===== src/rtl/symbol_framer.sv =====
// symbol_framer: byte stream to 5-bit symbols for the 3-dimension modulator.
// Frames get a preamble, each symbol is held for SAMPLES_PER_SYMBOL clocks.
module symbol_framer #(
    parameter int DIM0_WIDTH         = 2,
    parameter int DIM1_WIDTH         = 2,
    parameter int DIM2_WIDTH         = 1,
    parameter int SAMPLES_PER_SYMBOL = 10,
    parameter int COUNTER_SIZE       = 4,
    parameter int PREAMBLE_LEN       = 4,
    parameter logic [DIM0_WIDTH+DIM1_WIDTH+DIM2_WIDTH-1:0] PREAMBLE_SYM = 5'b10101,
    parameter logic [DIM0_WIDTH+DIM1_WIDTH+DIM2_WIDTH-1:0] IDLE_SYM     = 5'b00000
) (
    input  logic                  clk,
    input  logic                  rst,
    input  logic [7:0]            in_data,
    input  logic                  in_valid,
    input  logic                  in_last,
    output logic                  in_ready,
    output logic [DIM0_WIDTH-1:0] x0,
    output logic [DIM1_WIDTH-1:0] x1,
    output logic [DIM2_WIDTH-1:0] x2,
    output logic                  sym_start,
    output logic                  busy,
    output logic                  underrun
);

    localparam int SYM_W = DIM0_WIDTH + DIM1_WIDTH + DIM2_WIDTH;
    localparam int BUF_W = SYM_W + 7;
    localparam int BC_W  = $clog2(BUF_W + 1);
    localparam int PRE_W = $clog2(PREAMBLE_LEN + 1);

    typedef enum logic [1:0] {
        S_IDLE = 2'd0,
        S_PRE  = 2'd1,
        S_DATA = 2'd2
    } state_t;

    state_t                  state;
    state_t                  state_nx;
    logic [COUNTER_SIZE-1:0] sample_cnt;
    logic                    boundary;
    logic [BUF_W-1:0]        buffer;
    logic [BC_W-1:0]         bit_cnt;
    logic                    last_seen;
    logic [PRE_W-1:0]        pre_cnt;
    logic [PRE_W-1:0]        pre_nx;
    logic [SYM_W-1:0]        sym;
    logic [SYM_W-1:0]        sym_nx;
    logic                    und_nx;
    logic                    data_rule;
    logic                    consume;
    logic                    drain;
    logic                    clear_last;
    logic                    accept;
    logic [BUF_W-1:0]        ins;

    assign boundary = (sample_cnt == COUNTER_SIZE'(SAMPLES_PER_SYMBOL - 1));

    // State register, symbol timing and bit buffer.
    always_ff @(posedge clk) begin
        if (!rst) begin
            state      <= S_IDLE;
            sample_cnt <= '0;
            bit_cnt    <= '0;
            buffer     <= '0;
            last_seen  <= 1'b0;
            pre_cnt    <= '0;
            sym        <= IDLE_SYM;
            sym_start  <= 1'b0;
            underrun   <= 1'b0;
        end else begin
            sample_cnt <= boundary ? '0 : sample_cnt + COUNTER_SIZE'(1);
            sym_start  <= boundary;
            state      <= state_nx;
            pre_cnt    <= pre_nx;
            sym        <= sym_nx;
            underrun   <= und_nx;
            if (accept) begin
                buffer    <= buffer | ins;
                bit_cnt   <= bit_cnt + BC_W'(8);
                last_seen <= last_seen | in_last;
            end else if (consume) begin
                buffer  <= buffer << SYM_W;
                bit_cnt <= bit_cnt - BC_W'(SYM_W);
            end else if (drain) begin
                buffer  <= '0;
                bit_cnt <= '0;
            end
            if (clear_last) begin
                last_seen <= 1'b0;
            end
        end
    end

    // Next-state and symbol choice, evaluated only at a boundary.
    always_comb begin
        state_nx   = state;
        pre_nx     = pre_cnt;
        sym_nx     = sym;
        und_nx     = underrun;
        data_rule  = 1'b0;
        consume    = 1'b0;
        drain      = 1'b0;
        clear_last = 1'b0;
        if (boundary) begin
            und_nx = 1'b0;
            sym_nx = IDLE_SYM;
            unique case (state)
                S_IDLE: begin
                    if (bit_cnt != '0) begin
                        sym_nx   = PREAMBLE_SYM;
                        pre_nx   = PRE_W'(1);
                        state_nx = S_PRE;
                    end
                end
                S_PRE: begin
                    if (pre_cnt < PRE_W'(PREAMBLE_LEN)) begin
                        sym_nx = PREAMBLE_SYM;
                        pre_nx = pre_cnt + PRE_W'(1);
                    end else begin
                        state_nx  = S_DATA;
                        data_rule = 1'b1;
                    end
                end
                S_DATA: begin
                    data_rule = 1'b1;
                end
                default: begin
                    state_nx = S_IDLE;
                end
            endcase
            if (data_rule) begin
                if (bit_cnt >= BC_W'(SYM_W)) begin
                    sym_nx  = buffer[BUF_W-1 -: SYM_W];
                    consume = 1'b1;
                end else if (bit_cnt != '0 && last_seen) begin
                    // Bits below bit_cnt are always zero: LSB padding.
                    sym_nx = buffer[BUF_W-1 -: SYM_W];
                    drain  = 1'b1;
                end else if (last_seen) begin
                    state_nx   = S_IDLE;
                    clear_last = 1'b1;
                end else begin
                    und_nx = 1'b1;
                end
            end
        end
    end

    // Handshake, status and symbol slicing onto the modulator inputs.
    always_comb begin
        in_ready = rst && !last_seen && (bit_cnt < BC_W'(SYM_W));
        accept   = in_valid && in_ready;
        ins      = {in_data, {(BUF_W-8){1'b0}}} >> bit_cnt;
        busy     = (state != S_IDLE) || (bit_cnt != '0);
        x0       = sym[SYM_W-1 -: DIM0_WIDTH];
        x1       = sym[DIM1_WIDTH+DIM2_WIDTH-1 : DIM2_WIDTH];
        x2       = sym[DIM2_WIDTH-1:0];
    end

endmodule

===== config.mk =====
export PLATFORM = sky130hd
export DESIGN_NAME = symbol_framer
export DESIGN_NICKNAME = d
export VERILOG_FILES = /design/src/rtl/symbol_framer.sv
export SDC_FILE = /design/constraint.sdc
export NUM_CORES = 1
export LEC_CHECK = 0
export ABC_CLOCK_PERIOD_IN_PS = 2900
export BUFFER_PORTS_ARGS = -buffer_cell sky130_fd_sc_hd__buf_4
export CORE_MARGIN = 5
export CORE_UTILIZATION = 58
export CTS_CLUSTER_DIAMETER = 80
export DETAILED_ROUTE_END_ITERATION = 6
export GPL_ROUTABILITY_DRIVEN = 0
export PLACE_DENSITY = 0.79
export REMOVE_ABC_BUFFERS = 1
export SYNTH_ARGS = -nofsm -noshare
export SYNTH_HDL_FRONTEND = slang
export SYNTH_SLANG_ARGS = --single-unit

===== constraint.sdc =====
create_clock -name clk -period 2.9 [get_ports clk]
set_input_delay 0.145 -clock clk [delete_from_list [all_inputs] [get_ports clk]]
set_output_delay 0.145 -clock clk [all_outputs]
set_load 0.03 [all_outputs]

# Yosys cells after proc, flatten, opt, wreduce, memory -nomap -nowiden
# Index checks and enable logic that the tools add are counted.
# totals
out_inout_bits,9
ff_bits,33
# op_classes
reduce_logical,14
n_mux,41
shifts,1
magnitude_cmp,3
n_eq_ne,5
bitwise_logic,3
addsub,4
# op_table
operator,count
$mux 12,3
$mux 5,5
$mux 1,18
$mux 2,6
$mux 4,3
$or 12x12->12,1
$shr 12x4->12,1
$pmux 5 s2,1
$mux 3,2
$pmux 2 s3,1
$pmux 3 s2,1
$add 4x1->4 const B,1
$add 4x4->4 const B,1
$eq 4x4->1 const B,1
$ge 4x3->1 const B,1
$logic_and 1x1->1,4
$lt 4x3->1 const B,1
$ne 2x2->1 const B,2
$reduce_and 4->1,1
$reduce_bool 2->1,2
$reduce_bool 4->1,1
$reduce_or 2->1,2
$sub 4x3->4 const B,1
$add 3x1->3 const B,1
other kinds (10),10

# Longest topological paths before layout
# Gate-level depths: netlist of run 1.
# logic_depth
word_depth,9
mapped_depth,10

# Worst setup path before layout of run 1
# No wires, ideal clock.
# synth_path
kind,register -> register
from,register bit_cnt[1]
to,register buffer[11]
slack_ns,0.870
stages_incl_launch_ff,11
period_less_slack_ns,2.030
t_arrival_ns,1.911
setup_time_ns,0.119
n_path_buf,3
path_cell_list,dfxtp_1 > buf_6 > inv_1 > ha_1 > nand2b_1 > and4_1 > buf_6 > nor3_4 > nand2b_1 > buf_4 > o2bb2ai_1
# synth_via
elab_chain_cells,7
elab_cells_between_ends,18
classes_between,2 x order compare; 1 x shift; 9 x mux; 1 x bitwise; 5 x reduce/logical
# synth_lines
item,line_no,source
from (decl),43,logic [BC_W-1:0] bit_cnt;
from (signal assigned),80,bit_cnt <= bit_cnt + BC_W'(8);
from (signal assigned),84,bit_cnt <= bit_cnt - BC_W'(SYM_W);
branches (longest 7 deep; another with $ge 4x3->1),n/a,
to (signal assigned),79,buffer <= buffer | ins;
to (signal assigned),83,buffer <= buffer << SYM_W;
to (decl),42,logic [BUF_W-1:0] buffer;
# Parallel ways; which one is timed is not known.
# A chain may end at the register's enable or synchronous reset.

# Final worst setup path of run 1
# layout_path
from,register bit_cnt[0]
to,register buffer[11]
# Same word-level chain as after synthesis.

==> flow_summary.ini, run 1 <==
[synthesis]
netlist-cell-type-count = 49
synth_top_cells_by_area = sky130_fd_sc_hd__dfxtp_1 35%, sky130_fd_sc_hd__ha_1 6.6%, sky130_fd_sc_hd__nor2_1 4.9%, sky130_fd_sc_hd__o21ai_0 3.4%, sky130_fd_sc_hd__a21oi_1 3.2%
synthesis_stage_register_bit_count = 33
syn-instance-count = 221
ys_async_sr_fraction_pct = 0
syn_avg_cell_area_um2 = 8.617
yosys_warnings = 0
synth_enable_flop_cells = 0
synth-seq-area-share_pct = 34.69
synth_top_cell_by_area = sky130_fd_sc_hd__dfxtp_1
synthDominantCellAreaShare_pct = 34.69
synth_top_flop_cell = sky130_fd_sc_hd__dfxtp_1
mappedNetlistArea_mm2 = 0.001904

[timing]
worst_clock_skew_ps = 6.401
worst_case_hold_slack_ps = 55.54
shortest_period_the_worst_path_allows_ps = 2179
post-route-period-util_pct = 75.12
max_slew.worst_pin.slew_ps = 544.9
clock.fmax_mhz = 459.0
fin_tns_setup_ps = 0
setup_violations = 0
final_max_slew_viol_count = 0
finalHoldViolations = 0
slew-limit-headroom_pct = 63.62
rsz_0062_raised_after_global_routing = no

[floorplanning]
floorplan.rows = 20
die_area_mm2 = 0.004529
io_pins = 21
floorplan.die.height_um = 67.30
coreArea_mm2 = 0.003103
floorplan.initialDensity_pct = 61.37
die_x_um = 67.30

[detailed_routing]
drc_errors = 0
detail_route.wirelength_um = 4169
drtAntennaViolNets = 0
route.detailed.vias_per_inst = 5.749
vias = 1650
firstDrtPassIters = 4
drt_iter0_markers = 49
detail_route.wl_per_cell_um = 14.53

[power_and_ir_drop]
intPower_uw = 715.0
cellPowerDensity_mw_per_mm2 = 434.1
power.share.switching_pct = 23.78
worst_ir_drop_on_vdd_mv = 0.2960
comb_power_share_pct = 10.1
net-switching-power_uw = 223.0
seq_power_share_pct = 50.9
power.clock.fraction_pct = 39.0
p_leak_uw = 0.0008690

[grt]
grtUsageTotal_pct = 21.22
grt.overflow.total = 0
grt_antenna_before_repair = 0
met3_usage_pct = 6.323
grtUsageMet2_pct = 32.88
gr-max-usage-layer = met2
first_global_vias = 1536
grt_max_degree = 23
grt_pass1_wl_um = 7327
grtUsageMet1_pct = 27.58

[clock_network]
clockRootBuffer = sky130_fd_sc_hd__clkbuf_4
clock_buffers_created_by_tritoncts = 5
clock_latency_ps = 340
tritoncts = yes
h-tree-depth = 2
cts.reportedPaths.clkPinSlew_ps = 110
cts_hold_buffers = 0
cts-resized-gates = 0
ctsLongestPathBuffers = 2
cts_sinks = 33
postCtsSetupRepairBufs = 0

[worst_setup_path]
critical_path_required_ps = 3130
critical_path_arrival_ps = 2400
setup.worst_path.start_class = flop
setup.worst_path.class = reg -> reg
worstReg2RegStart = bit_cnt[0]$_SDFFE_PN0P_
worst_setup_path_startpoint = bit_cnt[0]$_SDFFE_PN0P_
worst-path-max-fanout = 9
setup.worst_path.end_class = flop

[min_path]
worstHoldStart = in_last
hold_path.class = in -> reg

[job]
count_of_max_cap_constraint_violations = 0

[cells_and_area]
finish.net_count = 264
finish.utilization_pct = 69.64
antenna_cells = 0
layout.cells.most_common = sky130_fd_sc_hd__dfxtp_1
commonest_cells_after_routing_fill_and_taps_aside = 33 x sky130_fd_sc_hd__dfxtp_1, 25 x sky130_fd_sc_hd__nor2_1, 24 x sky130_fd_sc_hd__buf_4
share_of_post_route_cells_with_drive_strength_above_1_pct = 17.70
syn2layout_area_growth_pct = 13.47

[placement]
dp.final_hpwl_um = 3146
port_buffers = 20

[outcome]
outcome = completed
## power groups by stage
| stage | combinational [µW] | clock (µW) | sequential (µW) |
|---|---|---|---|
| 2_1_floorplan | 59.2 | 0 | 484 |
| 3_3_place_gp | 93.1 | 0 | 487 |
| 3_5_place_dp | 93.6 | 0 | 488 |
| 4_1_cts | 94.4 | 373 | 477 |
| 5_1_grt | 106 | 390 | 479 |
| 6_report | 94.7 | 366 | 478 |
## layout make-up
class / instances / area [µm²]
Clock buffer: 7 / 55.05
Sequential cell: 33 / 660.6
Inverter: 11 / 41.29
Multi-Input combinational cell: 167 / 1139
Clock inverter: 1 / 30.03
Tap cell: 44 / 55.05
Fill cell: 287 / 942.2
Timing Repair Buffer: 24 / 180.2
## state kept, by name, summed over array words and instances, names as in the netlist
name        count
sample_cnt      4
bit_cnt         4
pre_cnt         3
sym_start       1
state           2
last_seen       1
underrun        1
buffer         12
sym             5
## cell usage after synthesis, types with 3 or more instances
library cell,count
sky130_fd_sc_hd__inv_1,11
sky130_fd_sc_hd__clkbuf_1,3
sky130_fd_sc_hd__nand2_1,16
sky130_fd_sc_hd__a31oi_1,4
sky130_fd_sc_hd__nor3_1,3
sky130_fd_sc_hd__a311oi_1,3
sky130_fd_sc_hd__nor2_1,25
sky130_fd_sc_hd__and2_1,6
sky130_fd_sc_hd__nand3_1,6
sky130_fd_sc_hd__mux2_2,5
sky130_fd_sc_hd__nor2b_1,6
sky130_fd_sc_hd__dfxtp_1,33
sky130_fd_sc_hd__o21ai_0,13
sky130_fd_sc_hd__buf_2,3
sky130_fd_sc_hd__a21oi_1,12
sky130_fd_sc_hd__nand2b_1,5
sky130_fd_sc_hd__o21ai_1,4
sky130_fd_sc_hd__ha_1,10
sky130_fd_sc_hd__a21o_1,3
sky130_fd_sc_hd__mux2i_1,5
sky130_fd_sc_hd__o2bb2ai_1,5
## per-stage QoR
step / area, µm² / std cells / worst slack (ps) / total power, µW
5_1_grt: 2161 / 287 / 558.8 / 975.6
3_3_place_gp: 2076 / 279 / 803.2 / 580.3
3_5_place_dp: 2076 / 279 / 740.9 / 581.4
2_1_floorplan: 1841 / 211 / 626.8 / 543.2
4_1_cts: 2161 / 287 / 724.8 / 944.8
6_report: 2161 / 287 / 721.5 / 938.0
## logic make-up (layout without fill, tap and decap cells)
logic type	after synthesis	in the layout	share of synthesized area (%)
buffers and inverters	21	43	5.518
DFF	33	33	34.69
xor gates and xnor gates	2	2	0.9200
AOI/OAI and AO/OA	60	60	20.83
and+or+nand+nor	82	82	23.13
adders and majority gates	10	10	6.570
muxes	13	13	8.344
## final timing paths
| kind | endpoint | slack (ps) | cells past startpoint |
|---|---|---|---|
| worst max-delay path | buffer[11]$_SDFFE_PN0P_ | 720 | 7 |
| worst min-delay path | last_seen$_SDFFE_PP0N_ | 60 | 3 |
| worst max register to register | buffer[11]$_SDFFE_PN0P_ | 720 | 7 |
| worst min register to register | sym[2]$_SDFFE_PN0P_ | 450 | 2 |
## metal layers
layer  up-vias  part of all wire (%)
met5         -                     0
li1        836                     -
met2        36                    47
met1       769                    47
met3         9                   4.6
met4         0                   1.9
## critical path, cell delays in order (launching register included)
cell	delay (ps)
sky130_fd_sc_hd__dfxtp_1	340
sky130_fd_sc_hd__inv_1	110
sky130_fd_sc_hd__ha_1	270
sky130_fd_sc_hd__nand2b_1	180
sky130_fd_sc_hd__and4_1	340
sky130_fd_sc_hd__nor3_4	390
sky130_fd_sc_hd__nand2b_1	330
sky130_fd_sc_hd__o2bb2ai_1	100
No activity file was read; power rests on OpenSTA's default activity.
==> run 2: changes to the inputs <==
- ABC_AREA: default -> 1
- ABC_CLOCK_PERIOD_IN_PS: 2900 -> 1900
- CORE_UTILIZATION: 58 -> 52
- PLACE_DENSITY: 0.79 -> 0.75
- clock period: 2.9 -> 1.9 ns (I/O delays scaled with it)
==> flow_summary.ini, run 2 <==
[clock_network]
clock_latency_ps = 290
cts.reportedPaths.clkPinSlew_ps = 70
ctsLongestPathBuffers = 2
h-tree-depth = 2
cts_sinks = 33
clockRootBuffer = sky130_fd_sc_hd__clkbuf_8
tritoncts = yes
clock_buffers_created_by_tritoncts = 5
postCtsSetupRepairBufs = 0

[detailed_routing]
drt_iter0_markers = 128
drtAntennaViolNets = 0
firstDrtPassIters = 4
drc_errors = 0
route.detailed.vias_per_inst = 5.259
detail_route.wl_per_cell_um = 12.45
vias = 1909
detail_route.wirelength_um = 4519

[synthesis]
synth_top_flop_cell = sky130_fd_sc_hd__dfxtp_1
netlist-cell-type-count = 33
syn-instance-count = 286
synth_top_cells_by_area = sky130_fd_sc_hd__dfxtp_1 33%, sky130_fd_sc_hd__nand2_1 15%, sky130_fd_sc_hd__nand3_1 10%, sky130_fd_sc_hd__ha_1 6.3%, sky130_fd_sc_hd__inv_1 5.1%
yosys_warnings = 0
ys_async_sr_fraction_pct = 0
post-synth-top-count-cell = sky130_fd_sc_hd__nand2_1
synth-seq-area-share_pct = 33.29
synthesis_stage_register_bit_count = 33
synthDominantCellAreaShare_pct = 33.29
synth_top_cell_by_area = sky130_fd_sc_hd__dfxtp_1
syn_avg_cell_area_um2 = 6.938
mappedNetlistArea_mm2 = 0.001984
synth_enable_flop_cells = 0
post_synth_most_frequent_cells = 81 x sky130_fd_sc_hd__nand2_1, 41 x sky130_fd_sc_hd__nand3_1, 33 x sky130_fd_sc_hd__dfxtp_1

[worst_setup_path]
critical_path_arrival_ps = 1970
regToRegSetupSlack_ps = 160
worst-path-max-fanout = 7
worstReg2RegStart = state[1]$_SDFFE_PN0P_
path_cells = inv_1 -> ha_2 -> nand2_1 -> nand2_1 -> nand3_4 -> nor2_4 -> inv_1 -> nor2_8 -> nand3_1 -> nand2_1
worst_setup_path_startpoint = state[1]$_SDFFE_PN0P_
destination_of_the_worst_register_to_register_timing_path = buffer[9]$_SDFFE_PN0P_
setup.worst_path.end_class = flop
critical_path_required_ps = 2130
setup.worst_path.start_class = flop
reg2regPathDepth = 10
critPathCapture = buffer[9]$_SDFFE_PN0P_
setup.worst_path.class = reg -> reg
cpMostUsedCell = sky130_fd_sc_hd__nand2_1
crit_path_max_incr_delay_ps = 340
crit_slowest_cell = sky130_fd_sc_hd__dfxtp_1

[grt]
first_global_vias = 1726
grt_max_degree = 16
grtUsageTotal_pct = 18.75
grt.overflow.total = 0
grt_pass1_wl_um = 7693
grt_antenna_before_repair = 0

[floorplanning]
floorplan.rows = 22
floorplan.die.height_um = 71.78
die_area_mm2 = 0.005152
floorplan.initialDensity_pct = 53.80
io_pins = 21
coreArea_mm2 = 0.003689
die_x_um = 71.78

[power_and_ir_drop]
worst_ir_drop_on_vdd_mv = 0.3751
cellPowerDensity_mw_per_mm2 = 722.2
p_leak_uw = 0.001164

[timing]
slew-limit-headroom_pct = 70.51
worst_clock_skew_ps = 3.423
clock.fmax_mhz = 574.7
post-route-period-util_pct = 91.58
final_max_slew_viol_count = 0
setup_violations = 0
finalHoldViolations = 0
rsz_0062_raised_after_global_routing = no
worst_case_hold_slack_ps = 130.4
fin_tns_setup_ps = 0
shortest_period_the_worst_path_allows_ps = 1740
max_slew.worst_pin.slew_ps = 441.7

[outcome]
outcome = completed

[job]
count_of_max_cap_constraint_violations = 0

[cells_and_area]
fillers = 350
antenna_cells = 0
syn2layout_area_growth_pct = 17.72
share_of_post_route_cells_with_drive_strength_above_1_pct = 18.10
finish.net_count = 336
largest_register_ffs = 12
max_flop_register = buffer
finish.utilization_pct = 63.33
commonest_cells_after_routing_fill_and_taps_aside = 81 x sky130_fd_sc_hd__nand2_1, 41 x sky130_fd_sc_hd__nand3_1, 33 x sky130_fd_sc_hd__dfxtp_1
layout_top_registers = buffer: 12 flops, sym: 5 flops
layout.cells.most_common = sky130_fd_sc_hd__nand2_1

[min_path]
hold_path.class = in -> reg
worstHoldStart = in_last

[placement]
port_buffers = 20
dp.final_hpwl_um = 3524
-- run 2: cell type report --
cell class	instances	area, µm²	area share [%]
multi-input cells	215	1159	49.60
well taps	48	60.06	2.571
inverters	32	120.1	5.142
clock inverters	3	65.06	2.785
repair buffers	27	202.7	8.677
clock buffers	5	68.82	2.946
flip-flops and latches	33	660.6	28.28
-- run 2: worst min-delay path by stage --
stage	slack [ps]	cells past startpoint	end
floorplan	230	2	buffer[5]$_SDFFE_PN0P_
global placement	420	5	last_seen$_SDFFE_PP0N_
detailed placement	430	5	last_seen$_SDFFE_PP0N_
CTS	120	5	last_seen$_SDFFE_PP0N_
global route	150	5	last_seen$_SDFFE_PP0N_
finish	130	5	last_seen$_SDFFE_PP0N_
-- run 2: worst max-delay path, delay by kind of cell (launching register included) --
kind	cells	cell delay, ps
flip-flops	1	340
AND/OR/NAND/NOR	7	870
buffers and inverters	2	230
adder cells (fa/ha/maj)	1	250
-- run 2: kinds of logic (layout without fill, tap and decap cells) --
kind of cell	after synthesis	after routing	synth area share (%)
AO/OA/AOI/OAI	34	34	10.03
AND/OR/NAND/NOR	168	168	40.61
adder cells (fa/ha/maj)	10	10	6.305
buffers and inverters	38	67	8.449
flip-flops	33	33	33.29
XOR/XNOR	3	3	1.324
-- run 2: what timing repair did --
item / CTS / global route
setup endpoints to repair: 0 / 8
hold buffers: 0 / 0
gates resized for setup: 0 / 2
-- run 2: power breakdown --
part	total (µW)	internal [µW]	switching (µW)
clock network	786	521	265
registers	732	713	19.3
logic	169	64.9	104
-- run 2: through the flow --
stage,setup slack (ps),cells,instance area [µm²],total power [µW]
global placement,220.1,355,2200,915.2
global route,15.60,363,2336,1761
detailed placement,151.9,355,2200,915.7
floorplan,-106.9,280,1937,854.3
CTS,121.9,363,2333,1701
finish,160.0,363,2336,1687
-- run 2: metal layers --
metal	wire [µm]	up-vias	GRT usage, %
li1	-	979	-
met1	2138	876	24.85
met4	55	0	5.846
met3	279	5	4.628
met2	2046	49	29.90
met5	0	-	0
==> run 3: changes to the inputs <==
- PLACE_DENSITY: 0.75 -> default
- PLACE_DENSITY_LB_ADDON: default -> 0.15
==> flow_summary.ini, run 3 (synthesized netlist as in run 2, its figures left out) <==
[worst_setup_path]
regToRegSetupSlack_ps = 200
critical_path_required_ps = 2110
critical_path_arrival_ps = 1920
path_buf_inv = 3
crit_slowest_cell = sky130_fd_sc_hd__dfxtp_1
worstReg2RegStart = bit_cnt[1]$_SDFFE_PN0P_
setup.worst_path.class = reg -> reg
crit_path_max_incr_delay_ps = 340
setup.worst_path.start_class = flop
reg2regPathDepth = 11
destination_of_the_worst_register_to_register_timing_path = bit_cnt[1]$_SDFFE_PN0P_
timing.critical_path.max_delay_family = simple AND/OR/NAND/NOR gates
cpMostUsedCell = sky130_fd_sc_hd__inv_1
setup.worst_path.end_class = flop
path_cells = clkinv_1 -> ha_1 -> inv_1 -> nand2_4 -> nand2_2 -> nor2_1 -> nor2_4 -> inv_1 -> nor2_8 -> nand2_1 -> o21ai_1
worst_setup_path_startpoint = bit_cnt[1]$_SDFFE_PN0P_
worst-path-max-fanout = 7

[clock_network]
postCtsSetupRepairBufs = 0
clock_latency_ps = 280
ctsLongestPathBuffers = 2
clockRootBuffer = sky130_fd_sc_hd__clkbuf_8
cts_sinks = 33
clock_buffers_created_by_tritoncts = 5
tritoncts = yes
h-tree-depth = 2
cts.reportedPaths.clkPinSlew_ps = 70
cts_hold_buffers = 0

[floorplanning]
coreArea_mm2 = 0.003689
floorplan.rows = 22
floorplan.die.height_um = 71.78
floorplan.initialDensity_pct = 53.80
die_area_mm2 = 0.005152
io_pins = 21
die_x_um = 71.78

[min_path]
timing.hold.worst_endpoint = last_seen$_SDFFE_PP0N_
hold_path.class = in -> reg
worstHoldStart = in_last
holdPathStages = 5

[job]
count_of_max_cap_constraint_violations = 0

[power_and_ir_drop]
p_leak_uw = 0.001169
cellPowerDensity_mw_per_mm2 = 680.8
seq_power_share_pct = 46.1
worst_ir_drop_on_vdd_mv = 0.5281
intPower_uw = 1208
power.clock.fraction_pct = 42.8
net-switching-power_uw = 379.2
design_power_total_uw = 1587
comb_power_share_pct = 11.1
power.share.switching_pct = 23.89

[cells_and_area]
layout.cells.most_common = sky130_fd_sc_hd__nand2_1
largest_register_ffs = 12
finish.net_count = 337
multi_input_comb_area_mm2 = 0.001164
ff_latch_area_um2 = 660.6
final_design_area_no_fill_mm2 = 0.002331
syn2layout_area_growth_pct = 17.47
fillers = 340
max_flop_register = buffer
layout_top_registers = buffer: 12 flops, sym: 5 flops
share_of_post_route_cells_with_drive_strength_above_1_pct = 17.72
antenna_cells = 0
commonest_cells_after_routing_fill_and_taps_aside = 81 x sky130_fd_sc_hd__nand2_1, 41 x sky130_fd_sc_hd__nand3_1, 33 x sky130_fd_sc_hd__dfxtp_1

[grt]
grt_pass1_wl_um = 7541
grt_max_degree = 16
grt.overflow.total = 0
first_global_vias = 1664
grt_antenna_before_repair = 0
grtUsageTotal_pct = 18.24

[placement]
placed_cell_area_mm2 = 0.002207
port_buffers = 20
dp.final_hpwl_um = 3430
place_ws_ps = 160.2

[timing]
shortest_period_the_worst_path_allows_ps = 1702
rsz_0062_raised_after_global_routing = no
worst_clock_skew_ps = 5.267
post-route-period-util_pct = 89.60
max_slew.worst_pin.slew_ps = 346.2
final_max_slew_viol_count = 0
clock.fmax_mhz = 587.4
setup_slack_ps = 197.6
setup_violations = 0
finalHoldViolations = 0
slew-limit-headroom_pct = 76.75

[detailed_routing]
detail_route.wirelength_um = 4406
firstDrtPassIters = 4
drc_errors = 0
vias = 1897
route.detailed.vias_per_inst = 5.212
detail_route.wl_per_cell_um = 12.10
drt_iter0_markers = 158
drtAntennaViolNets = 0

[outcome]
outcome = completed
-- run 3: changes by cell type in the layout (fill, tap and decap cells not counted) --
| cell | previous run | this run |
|---|---|---|
| sky130_fd_sc_hd__buf_4 | 27 | 28 |
| sky130_fd_sc_hd__bufinv_16 | 2 | 1 |
| sky130_fd_sc_hd__clkbuf_1 | 0 | 1 |
| sky130_fd_sc_hd__clkbuf_8 | 5 | 6 |
| sky130_fd_sc_hd__clkinv_2 | 1 | 0 |
| sky130_fd_sc_hd__inv_1 | 26 | 27 |
| sky130_fd_sc_hd__inv_2 | 4 | 3 |
| sky130_fd_sc_hd__nand2_2 | 3 | 2 |
| sky130_fd_sc_hd__nand2_4 | 2 | 3 |
-- run 3: worst register-to-register path: stages, from the launching register on --
cell                       delay, ps
sky130_fd_sc_hd__dfxtp_1         340
sky130_fd_sc_hd__clkinv_1        110
sky130_fd_sc_hd__ha_1            230
sky130_fd_sc_hd__inv_1            90
sky130_fd_sc_hd__nand2_4          60
sky130_fd_sc_hd__nand2_2         120
sky130_fd_sc_hd__nor2_1           90
sky130_fd_sc_hd__nor2_4          160
sky130_fd_sc_hd__inv_1           110
sky130_fd_sc_hd__nor2_8          170
sky130_fd_sc_hd__nand2_1          80
sky130_fd_sc_hd__o21ai_1          80
-- run 3: stage by stage --
stage          util, %  hold slack [ps]  instances  TNS, ps
3_5_place_dp     59.84            436.6        356        0
6_report         63.20            147.9        364        0
5_1_grt          63.20            181.8        364        0
2_1_floorplan        -            229.5        280   -805.1
4_1_cts          62.99            143.7        364        0
3_3_place_gp     59.84            424.8        356        0
-- run 3: how the worst max path moves through the flow --
stage / end / slack, ps / depth (start not counted)
3_3_place_gp: bit_cnt[1]$_SDFFE_PN0P_ / 200 / 10
3_5_place_dp: bit_cnt[1]$_SDFFE_PN0P_ / 160 / 10
2_1_floorplan: pre_cnt[0]$_SDFFE_PN0P_ / -110 / 9
4_1_cts: bit_cnt[1]$_SDFFE_PN0P_ / 140 / 10
5_1_grt: bit_cnt[1]$_SDFFE_PN0P_ / 9 / 11
6_report: bit_cnt[1]$_SDFFE_PN0P_ / 200 / 11
-- run 3: power groups by stage --
stage	sequential [µW]	combinational [µW]	clock [µW]
6_report	732	175	680
5_1_grt	733	200	723
2_1_floorplan	743	111	0
3_5_place_dp	747	173	0
3_3_place_gp	746	172	0
4_1_cts	731	175	691
-- run 3: cell type report --
cell class / count / area share (%)
clock buffer: 7 / 3.704
clock inverter: 1 / 1.288
inverter: 32 / 5.153
multi-input combinational: 215 / 49.92
sequential: 33 / 28.34
tap: 48 / 2.576
timing repair buffer: 28 / 9.018
-- run 3: routing by layer --
metal / routed length (µm) / up-vias / track usage (%)
met3: 344 / 7 / 3.647
li1: - / 983 / -
met5: 0 / - / 0
met4: 55 / 0 / 5.010
met1: 2078 / 855 / 25.81
met2: 1927 / 52 / 28.06
-- run 3: timing repair --
action | CTS | global route
setup endpoints to repair | 0 | 5
resized for setup | 0 | 2
hold endpoints to repair | 0 | 0
